File: src/rtl/alu_pkg.sv
// Shared ALU types: the one opcode definition and the arbiter FSM states.
package alu_pkg;

    typedef enum logic [2:0] {
        ADD = 3'd0,
        SUB = 3'd1,
        AND = 3'd2,
        OR  = 3'd3,
        XOR = 3'd4
    } alu_op_e;

    typedef enum logic [1:0] {
        IDLE = 2'd0,
        EXEC = 2'd1,
        RSP  = 2'd2
    } alu_arb_state_e;

endpackage

File: src/rtl/rr_arbiter.sv
// Round-robin grant: first requester at or after the pointer, wrapping.
module rr_arbiter #(
    parameter int NUM_REQ = 4,
    parameter int IDX_W   = $clog2(NUM_REQ)
) (
    input  logic [NUM_REQ-1:0] req_i,
    input  logic [IDX_W-1:0]   ptr_i,
    input  logic               en_i,
    output logic [NUM_REQ-1:0] gnt_o,
    output logic [IDX_W-1:0]   idx_o
);

    int   cand;
    logic found;

    always_comb begin
        gnt_o = '0;
        idx_o = '0;
        found = 1'b0;
        cand  = 0;
        for (int k = 0; k < NUM_REQ; k++) begin
            cand = int'(ptr_i) + k;
            if (cand >= NUM_REQ) cand = cand - NUM_REQ;
            if (!found && req_i[cand[IDX_W-1:0]]) begin
                found = 1'b1;
                idx_o = cand[IDX_W-1:0];
            end
        end
        if (en_i && found) gnt_o[idx_o] = 1'b1;
    end

endmodule

File: src/rtl/alu_arbiter.sv
// Shares one combinational ALU among NUM_REQ requesters; one operation in flight,
// accept -> EXEC (ALU sampled) -> RSP (held until rsp_ready).
module alu_arbiter
    import alu_pkg::*;
#(
    parameter int NUM_REQ = 4,
    parameter int DATA_W  = 8,
    parameter int OP_W    = 3,
    parameter int IDX_W   = $clog2(NUM_REQ)
) (
    input  logic                      clk_i,
    input  logic                      rst_ni,
    input  logic [NUM_REQ-1:0]        req_valid_i,
    output logic [NUM_REQ-1:0]        req_ready_o,
    input  logic [NUM_REQ*DATA_W-1:0] req_a_i,
    input  logic [NUM_REQ*DATA_W-1:0] req_b_i,
    input  logic [NUM_REQ*OP_W-1:0]   req_op_i,
    output logic                      rsp_valid_o,
    input  logic                      rsp_ready_i,
    output logic [DATA_W-1:0]         rsp_data_o,
    output logic                      rsp_c_o,
    output logic [IDX_W-1:0]          rsp_id_o,
    output logic [DATA_W-1:0]         alu_a_o,
    output logic [DATA_W-1:0]         alu_b_o,
    output logic [OP_W-1:0]           alu_op_o,
    input  logic [DATA_W-1:0]         alu_out_i,
    input  logic                      alu_c_i
);

    alu_arb_state_e    state_q;
    logic [IDX_W-1:0]  ptr_q, ptr_d;
    logic [IDX_W-1:0]  pend_id_q;
    logic [IDX_W-1:0]  gnt_idx;
    logic [NUM_REQ-1:0] gnt;
    logic              win, accept;

    logic [DATA_W-1:0] alu_a_q, alu_b_q;
    logic [OP_W-1:0]   alu_op_q;
    logic [DATA_W-1:0] rsp_data_q;
    logic              rsp_c_q;
    logic [IDX_W-1:0]  rsp_id_q;

    logic [DATA_W-1:0] a_arr  [NUM_REQ];
    logic [DATA_W-1:0] b_arr  [NUM_REQ];
    logic [OP_W-1:0]   op_arr [NUM_REQ];

    for (genvar i = 0; i < NUM_REQ; i++) begin : g_unpack
        assign a_arr[i]  = req_a_i[i*DATA_W +: DATA_W];
        assign b_arr[i]  = req_b_i[i*DATA_W +: DATA_W];
        assign op_arr[i] = req_op_i[i*OP_W +: OP_W];
    end

    // Window opens in IDLE, or in RSP on the cycle the response drains; held shut in reset.
    assign win = rst_ni && ((state_q == IDLE) || ((state_q == RSP) && rsp_ready_i));

    rr_arbiter #(.NUM_REQ(NUM_REQ), .IDX_W(IDX_W)) u_rr (
        .req_i (req_valid_i),
        .ptr_i (ptr_q),
        .en_i  (win),
        .gnt_o (gnt),
        .idx_o (gnt_idx)
    );

    assign accept      = |gnt;
    assign req_ready_o = gnt;
    assign ptr_d       = (gnt_idx == IDX_W'(NUM_REQ-1)) ? '0 : gnt_idx + IDX_W'(1);

    assign rsp_valid_o = (state_q == RSP);
    assign rsp_data_o  = rsp_data_q;
    assign rsp_c_o     = rsp_c_q;
    assign rsp_id_o    = rsp_id_q;
    assign alu_a_o     = alu_a_q;
    assign alu_b_o     = alu_b_q;
    assign alu_op_o    = alu_op_q;

    always_ff @(posedge clk_i or negedge rst_ni) begin
        if (!rst_ni) begin
            state_q    <= IDLE;
            ptr_q      <= '0;
            pend_id_q  <= '0;
            alu_a_q    <= '0;
            alu_b_q    <= '0;
            alu_op_q   <= '0;
            rsp_data_q <= '0;
            rsp_c_q    <= 1'b0;
            rsp_id_q   <= '0;
        end else begin
            if (accept) begin
                alu_a_q   <= a_arr[gnt_idx];
                alu_b_q   <= b_arr[gnt_idx];
                alu_op_q  <= op_arr[gnt_idx];
                pend_id_q <= gnt_idx;
                ptr_q     <= ptr_d;
            end
            case (state_q)
                IDLE: if (accept) state_q <= EXEC;
                EXEC: begin
                    rsp_data_q <= alu_out_i;
                    rsp_c_q    <= alu_c_i;
                    rsp_id_q   <= pend_id_q;
                    state_q    <= RSP;
                end
                RSP:  if (rsp_ready_i) state_q <= accept ? EXEC : IDLE;
                default: state_q <= IDLE;
            endcase
        end
    end

endmodule

File: config.mk
export PLATFORM = sky130hd
export DESIGN_NAME = alu_arbiter
export DESIGN_NICKNAME = d
export VERILOG_FILES = /design/src/rtl/alu_pkg.sv /design/src/rtl/rr_arbiter.sv /design/src/rtl/alu_arbiter.sv
export SDC_FILE = /design/constraint.sdc
export NUM_CORES = 1
export LEC_CHECK = 0
export BUFFER_PORTS_ARGS = -buffer_cell sky130_fd_sc_hd__buf_2
export CORE_ASPECT_RATIO = 2
export CORE_UTILIZATION = 42
export DETAILED_ROUTE_END_ITERATION = 12
export GPL_TIMING_DRIVEN = 1
export HOLD_SLACK_MARGIN = 0.1
export PLACE_DENSITY_LB_ADDON = 0.05
export SLEW_MARGIN = 20
export SYNTH_ARGS = -nofsm -noshare
export SYNTH_HDL_FRONTEND = slang
export SYNTH_HIERARCHICAL = 1
export SYNTH_SLANG_ARGS = --single-unit
export TNS_END_PERCENT = 5
File: constraint.sdc
create_clock -name clk_i -period 2.6 [get_ports clk_i]
set_input_delay 0.13 -clock clk_i [delete_from_list [all_inputs] [get_ports clk_i]]
set_output_delay 0.13 -clock clk_i [all_outputs]
set_load 0.03 [all_outputs]
==> results.txt, run 1 <==
Slew Viols, Final - 0
Top_reg_cell synth - dfrtp_1
Pwr/cell area - 1250 nW/um^2
Syn Nets - 218
Total die area - 5030 sq um
Area added between synthesis and finish - 47.2%
Post-synthesis cell count - 125
Worst Setup End Kind - register
Largest net degree at the start of global routing - 37
Die H - 99.3 microns
# IOs - 127
Final Hold Vio Count - 0
DRC violations left - 0
Ant diodes - 0
CP Max Fanout - 22
Root buffer cell - clkbuf_8
Worst-margin pin slew - 564 ps
Worst hold path endpoint - state_q[1]$_DFFE_PN0P_
Setup WS post-layout - 273 ps
FF-to-FF End - alu_op_o[0]$_DFFE_PN0P_
Post-DP HPWL - 3.56 mm
Warnings from Yosys - 6
RR Startpoint - ptr_q[1]$_DFFE_PN0P_
Worst EP arrival - 2500 ps
CTS Buf Count - 5
Total track usage - 19.5%
Crit share post-route - 89.5%
Final setup fails - 0
Unique cell type count in the Yosys netlist - 27
Leakage - 1.42 nW
Hold Path Cell Cnt - 3
Setup TNS - 0 ps
Power Internal - 2.20 mW
Clock skew - 4.23 ps
Synth cell count leaders - 36 x dfrtp_1, 34 x mux2_2, 18 x mux4_2, 4 x buf_6, 3 x nand2b_1
Startpoint Class - register
Max-cap viol count - 0
Via-per-instance ratio - 5.17
Die W - 50.7 microns
Most numerous cell in the Yosys netlist - dfrtp_1
Mapped Avg Cell Area - 15.9 sq um
Final min period - 2330 ps
CTS Buffer Depth - 2
Dpl cell area - 2700 sq um
Final instance area - 2930 sq um
Post-synth top area share - 45.3%
Slew headroom - 62.4%
Initial Utilization - 43.7%
Final wirelength - 4.61 mm
Vias in the first global route - 1,697
VDD IR max - 0.684 mV
Layout net count - 359
Pre-CTS setup slack - 269 ps
Unrepaired setup endpoints after global routing - no
Antenna violations before repair - 0
Fmax - 0.430 GHz
Clk pin slew, worst setup/hold paths - 70 ps
Status - finished clean
Flops & latches, synth - 36
GRT overflow - 0
Netlist Area Pre-Place - 1990 sq um
Placer Congestion - 0.737
Top area cells in the synthesized netlist - dfrtp_1 45%, mux4_2 20%, mux2_2 19%
Async S/R FF share, synth - 100%
Total power - 3.67 mW
DR iter-0 viols - 24
Sequential area share after synthesis - 45.3%
Final ANT Viol Nets - 0
R2R cell count - 7
PostCTS Resize Cnt - 0
Post-synth EDFFs - 0
Crit Path Class - register to register
WHS - 128 ps
Via count - 1,664
Share of power burned in combinational logic - 58.4%
First-pass GRT wire length - 7.28 mm
Switching pwr - 1.47 mW
WP data required - 2770 ps
Clock sink count - 36
HP Class - input pin to register
Sequential power share - 27.1%
First drt pass iteration count - 6
Site row count - 35
R2R setup slack - 270 ps
Clk pwr share - 14.4%
Worst hold start - rsp_ready_i
Cell taking the most area after synthesis - dfrtp_1
IO buf count - 126
Layout cells sized above 1 - 74.2%
Sw Ratio - 40.0%
DR WL/cell - 14.3 microns
H-tree depth - 2
CTS tree - done
Clk Latency, worst-skew pair - 280 ps
CORE AREA - 4550 sq um
-- cell type report --
| type | instances | area, sq um |
|---|---|---|
| Sequential cell | 36 | 901 |
| Fill cell | 410 | 1630 |
| Timing Repair Buffer | 141 | 793 |
| Multi-Input combinational cell | 79 | 1030 |
| Inverter | 3 | 11.3 |
| Clock inverter | 1 | 30.0 |
| Clock buffer | 7 | 96.3 |
| Tap cell | 55 | 68.8 |
-- flip-flops by register name, summed over array words and instances (netlist names) --
| name | count |
|---|---|
| rsp_data_o | 8 |
| alu_a_o | 8 |
| rsp_id_o | 2 |
| alu_b_o | 8 |
| pend_id_q | 2 |
| state_q | 2 |
| ptr_q | 2 |
| rsp_c_o | 1 |
| alu_op_o | 3 |
-- metal layers --
| layer | wire (microns) | GRT usage, % |
|---|---|---|
| met1 | 1500 | 18.6 |
| met2 | 2770 | 39.5 |
| met3 | 294 | 3.82 |
| met4 | 48 | 5.56 |
| met5 | 0 | 0 |
-- stage by stage --
| stage | util [%] | cells |
|---|---|---|
| 2_1_floorplan | - | 125 |
| 3_3_place_gp | 59.3 | 304 |
| 3_5_place_dp | 59.3 | 304 |
| 4_1_cts | 64.3 | 322 |
| 5_1_grt | 64.3 | 322 |
| 6_report | 64.3 | 322 |
-- kinds of logic after synthesis --
family,synth area share [%]
mux,41.5
flops,45.3
compound gates,2.96
simple gates,6.10
fa+ha+maj,0.629
buf+inv,3.46
-- critical path, cell delays in order (launching register included) --
cell and delay (ps):
dfrtp_1 440, mux2_2 350, nand2_1 70, o221ai_2 150, nor2_4 160, buf_12 210, mux4_1 550, mux2_2 260
-- layout by cell type, fill, tap and decap left out, drive strengths merged, types with 3 or more instances in the layout --
cell type / Yosys / layout
buf: 5 / 131
dfrtp: 36 / 36
mux2: 35 / 35
mux4: 19 / 19
dlygate4sd3: 0 / 10
clkbuf: 2 / 7
nand2b: 3 / 3
nor3b: 3 / 3
nor3: 3 / 3
inv: 3 / 3
-- worst max-delay path by stage --
stage                     slack (ps)                 start  cells after the start                        to
after floorplan                    9  ptr_q[1]$_DFFE_PN0P_                      7  pend_id_q[0]$_DFFE_PN0P_
after global placement           310  ptr_q[1]$_DFFE_PN0P_                      7   alu_op_o[0]$_DFFE_PN0P_
after detailed placement         270  ptr_q[1]$_DFFE_PN0P_                      7   alu_op_o[0]$_DFFE_PN0P_
after CTS                        260  ptr_q[1]$_DFFE_PN0P_                      7   alu_op_o[0]$_DFFE_PN0P_
after global routing             160  ptr_q[1]$_DFFE_PN0P_                      7   alu_op_o[0]$_DFFE_PN0P_
final                            270  ptr_q[1]$_DFFE_PN0P_                      7   alu_op_o[0]$_DFFE_PN0P_
-- power by group through the flow --
| stage | Sequential (mW) | Clock (mW) | Combinational [mW] |
|---|---|---|---|
| final | 0.995 | 0.529 | 2.14 |
| after global routing | 1.03 | 0.572 | 2.30 |
| after CTS | 0.999 | 0.546 | 2.19 |
| after detailed placement | 1.01 | 0 | 2.17 |
| after global placement | 0.995 | 0 | 2.13 |
| after floorplan | 1.48 | 0 | 1.15 |
-- what timing repair did --
item | in CTS | in global routing
endpoints found under the hold margin | 45 | 0
setup endpoints to repair | 0 | 0
buffers inserted | 0 | 0
hold buffers | 10 | 0
No activity file was read; power rests on OpenSTA's default activity.
==> run 2: changes to the inputs <==
--- a/config.mk
+++ b/config.mk
@@ -5,7 +5,7 @@
 export SDC_FILE = /design/constraint.sdc
 export NUM_CORES = 1
 export LEC_CHECK = 0
-export BUFFER_PORTS_ARGS = -buffer_cell sky130_fd_sc_hd__buf_2
+export BUFFER_PORTS_ARGS = -buffer_cell sky130_fd_sc_hd__clkbuf_2
 export CORE_ASPECT_RATIO = 2
 export CORE_UTILIZATION = 42
 export DETAILED_ROUTE_END_ITERATION = 12
==> results.txt, run 2 (synthesis results as in run 1) <==
Clk pwr share - 11.3%
Root buffer cell - clkbuf_8
Via-per-instance ratio - 5.24
Vias in the first global route - 1,688
Via count - 1,687
CTS tree - done
DRC violations left - 0
Die W - 50.7 microns
Ant diodes - 0
Placer Congestion - 0.732
Final min period - 2320 ps
Clk Latency, worst-skew pair - 280 ps
Worst EP arrival - 2500 ps
HP Class - input pin to register
Worst path max stage delay - 560 ps
Final Hold Vio Count - 0
Site row count - 35
IO buf count - 126
Slew Viols, Final - 0
First-pass GRT wire length - 7.20 mm
Share of power burned in combinational logic - 60.2%
Final setup fails - 0
Total track usage - 19.3%
Layout net count - 359
Final ANT Viol Nets - 0
Die H - 99.3 microns
Switching pwr - 1.47 mW
Antenna violations before repair - 0
Most frequent cells in the layout - 126 x clkbuf_2, 36 x dfrtp_1, 34 x mux2_2
Post-DP HPWL - 3.52 mm
Post-CTS setup buffers - 0
Crit Path Class - register to register
H-tree depth - 2
Unrepaired setup endpoints after global routing - no
Area added between synthesis and finish - 45.4%
Status - finished clean
Total die area - 5030 sq um
Fin cells - 322
Clock sink count - 36
CTS Buffer Depth - 2
Crit share post-route - 89.3%
Placed insts - 304
Final instance area - 2890 sq um
# IOs - 127
CTS Buf Count - 5
Pwr/cell area - 1230 nW/um^2
CORE AREA - 4550 sq um
Sw Ratio - 41.5%
Final wirelength - 4.55 mm
Most common cell after layout, fill and taps aside - clkbuf_2
Sequential power share - 28.5%
Dpl cell area - 2700 sq um
First drt pass iteration count - 4
Layout cells sized above 1 - 73.4%
Max-cap viol count - 0
Leakage - 1.42 nW
Largest net degree at the start of global routing - 37
Worst Setup End Kind - register
# fillers - 405
VDD IR max - 0.661 mV
GRT overflow - 0
Clock skew - 6.48 ps
Initial Utilization - 43.7%
Power Internal - 2.07 mW
Worst-margin pin slew - 534 ps
Setup TNS - 0 ps
DR WL/cell - 14.1 microns
Startpoint Class - register
Most frequent cell on the critical path - mux2_2
WHS - 138 ps
DR iter-0 viols - 18
Critical-path top delay cell - mux4_1
Fmax - 0.431 GHz
Crit path cell chain - mux2_2, nand2_1, o221ai_2, nor2_4, buf_12, mux4_1, mux2_2
Clk pin slew, worst setup/hold paths - 70 ps
Slew headroom - 64.4%
WP data required - 2770 ps
CP Max Fanout - 22
## run 2: cell type report
cell class                      count  area, sq um  share of cell area (%)
Inverter                            3         11.3                   0.390
Sequential cell                    36          901                    31.2
Clock buffer                        8         90.1                    3.12
Multi-Input combinational cell     79         1030                    35.5
Tap cell                           55         68.8                    2.38
Timing Repair Buffer              141          793                    27.4
## run 2: power by group through the flow
stage | Sequential, mW | Clock [mW] | Combinational (mW)
final | 1.01 | 0.402 | 2.13
after global placement | 1.01 | 0 | 2.13
after floorplan | 1.48 | 0 | 1.15
after global routing | 1.05 | 0.441 | 2.29
after detailed placement | 1.02 | 0 | 2.16
after CTS | 1.01 | 0.421 | 2.17
## run 2: critical path, delay by kind of cell (launching register included)
family / cells / cell delay, ps
multiplexers: 3 / 1180
flip-flops: 1 / 450
AND/OR/NAND/NOR: 2 / 240
buffers and inverters: 1 / 200
AO/OA/AOI/OAI: 1 / 150
## run 2: final timing paths
path / start / endpoint / slack [ps] / cells after the start
setup / recovery: ptr_q[1]$_DFFE_PN0P_ / alu_op_o[0]$_DFFE_PN0P_ / 280 / 7
hold / removal: rsp_ready_i / state_q[1]$_DFFE_PN0P_ / 140 / 3
setup reg to reg: ptr_q[1]$_DFFE_PN0P_ / alu_op_o[0]$_DFFE_PN0P_ / 280 / 7
hold reg to reg: pend_id_q[0]$_DFFE_PN0P_ / pend_id_q[0]$_DFFE_PN0P_ / 480 / 1
max in group asynchronous: rst_ni / alu_a_o[0]$_DFFE_PN0P_ / 1830 / 3
min in group asynchronous: rst_ni / alu_a_o[2]$_DFFE_PN0P_ / 450 / 3
## run 2: stage by stage
step                util [%]  power (mW)  setup slack, ps
floorplan                  -        2.64             8.58
global placement        59.3        3.13              304
detailed placement      59.3        3.18              272
CTS                     63.5        3.60              262
global route            63.5        3.78              171
finish                  63.5        3.54              278
## run 2: routing by layer
metal	wire length, microns	GRT usage [%]	up-vias
li1	-	-	767
met1	1510	18.0	821
met2	2630	37.9	89
met3	295	4.13	10
met4	113	7.69	0
met5	0	0	-
## run 2: timing repair
action                    4_1_cts  5_1_grt
resized for setup               0        0
hold buffers                   10        0
hold endpoints to repair       45        0
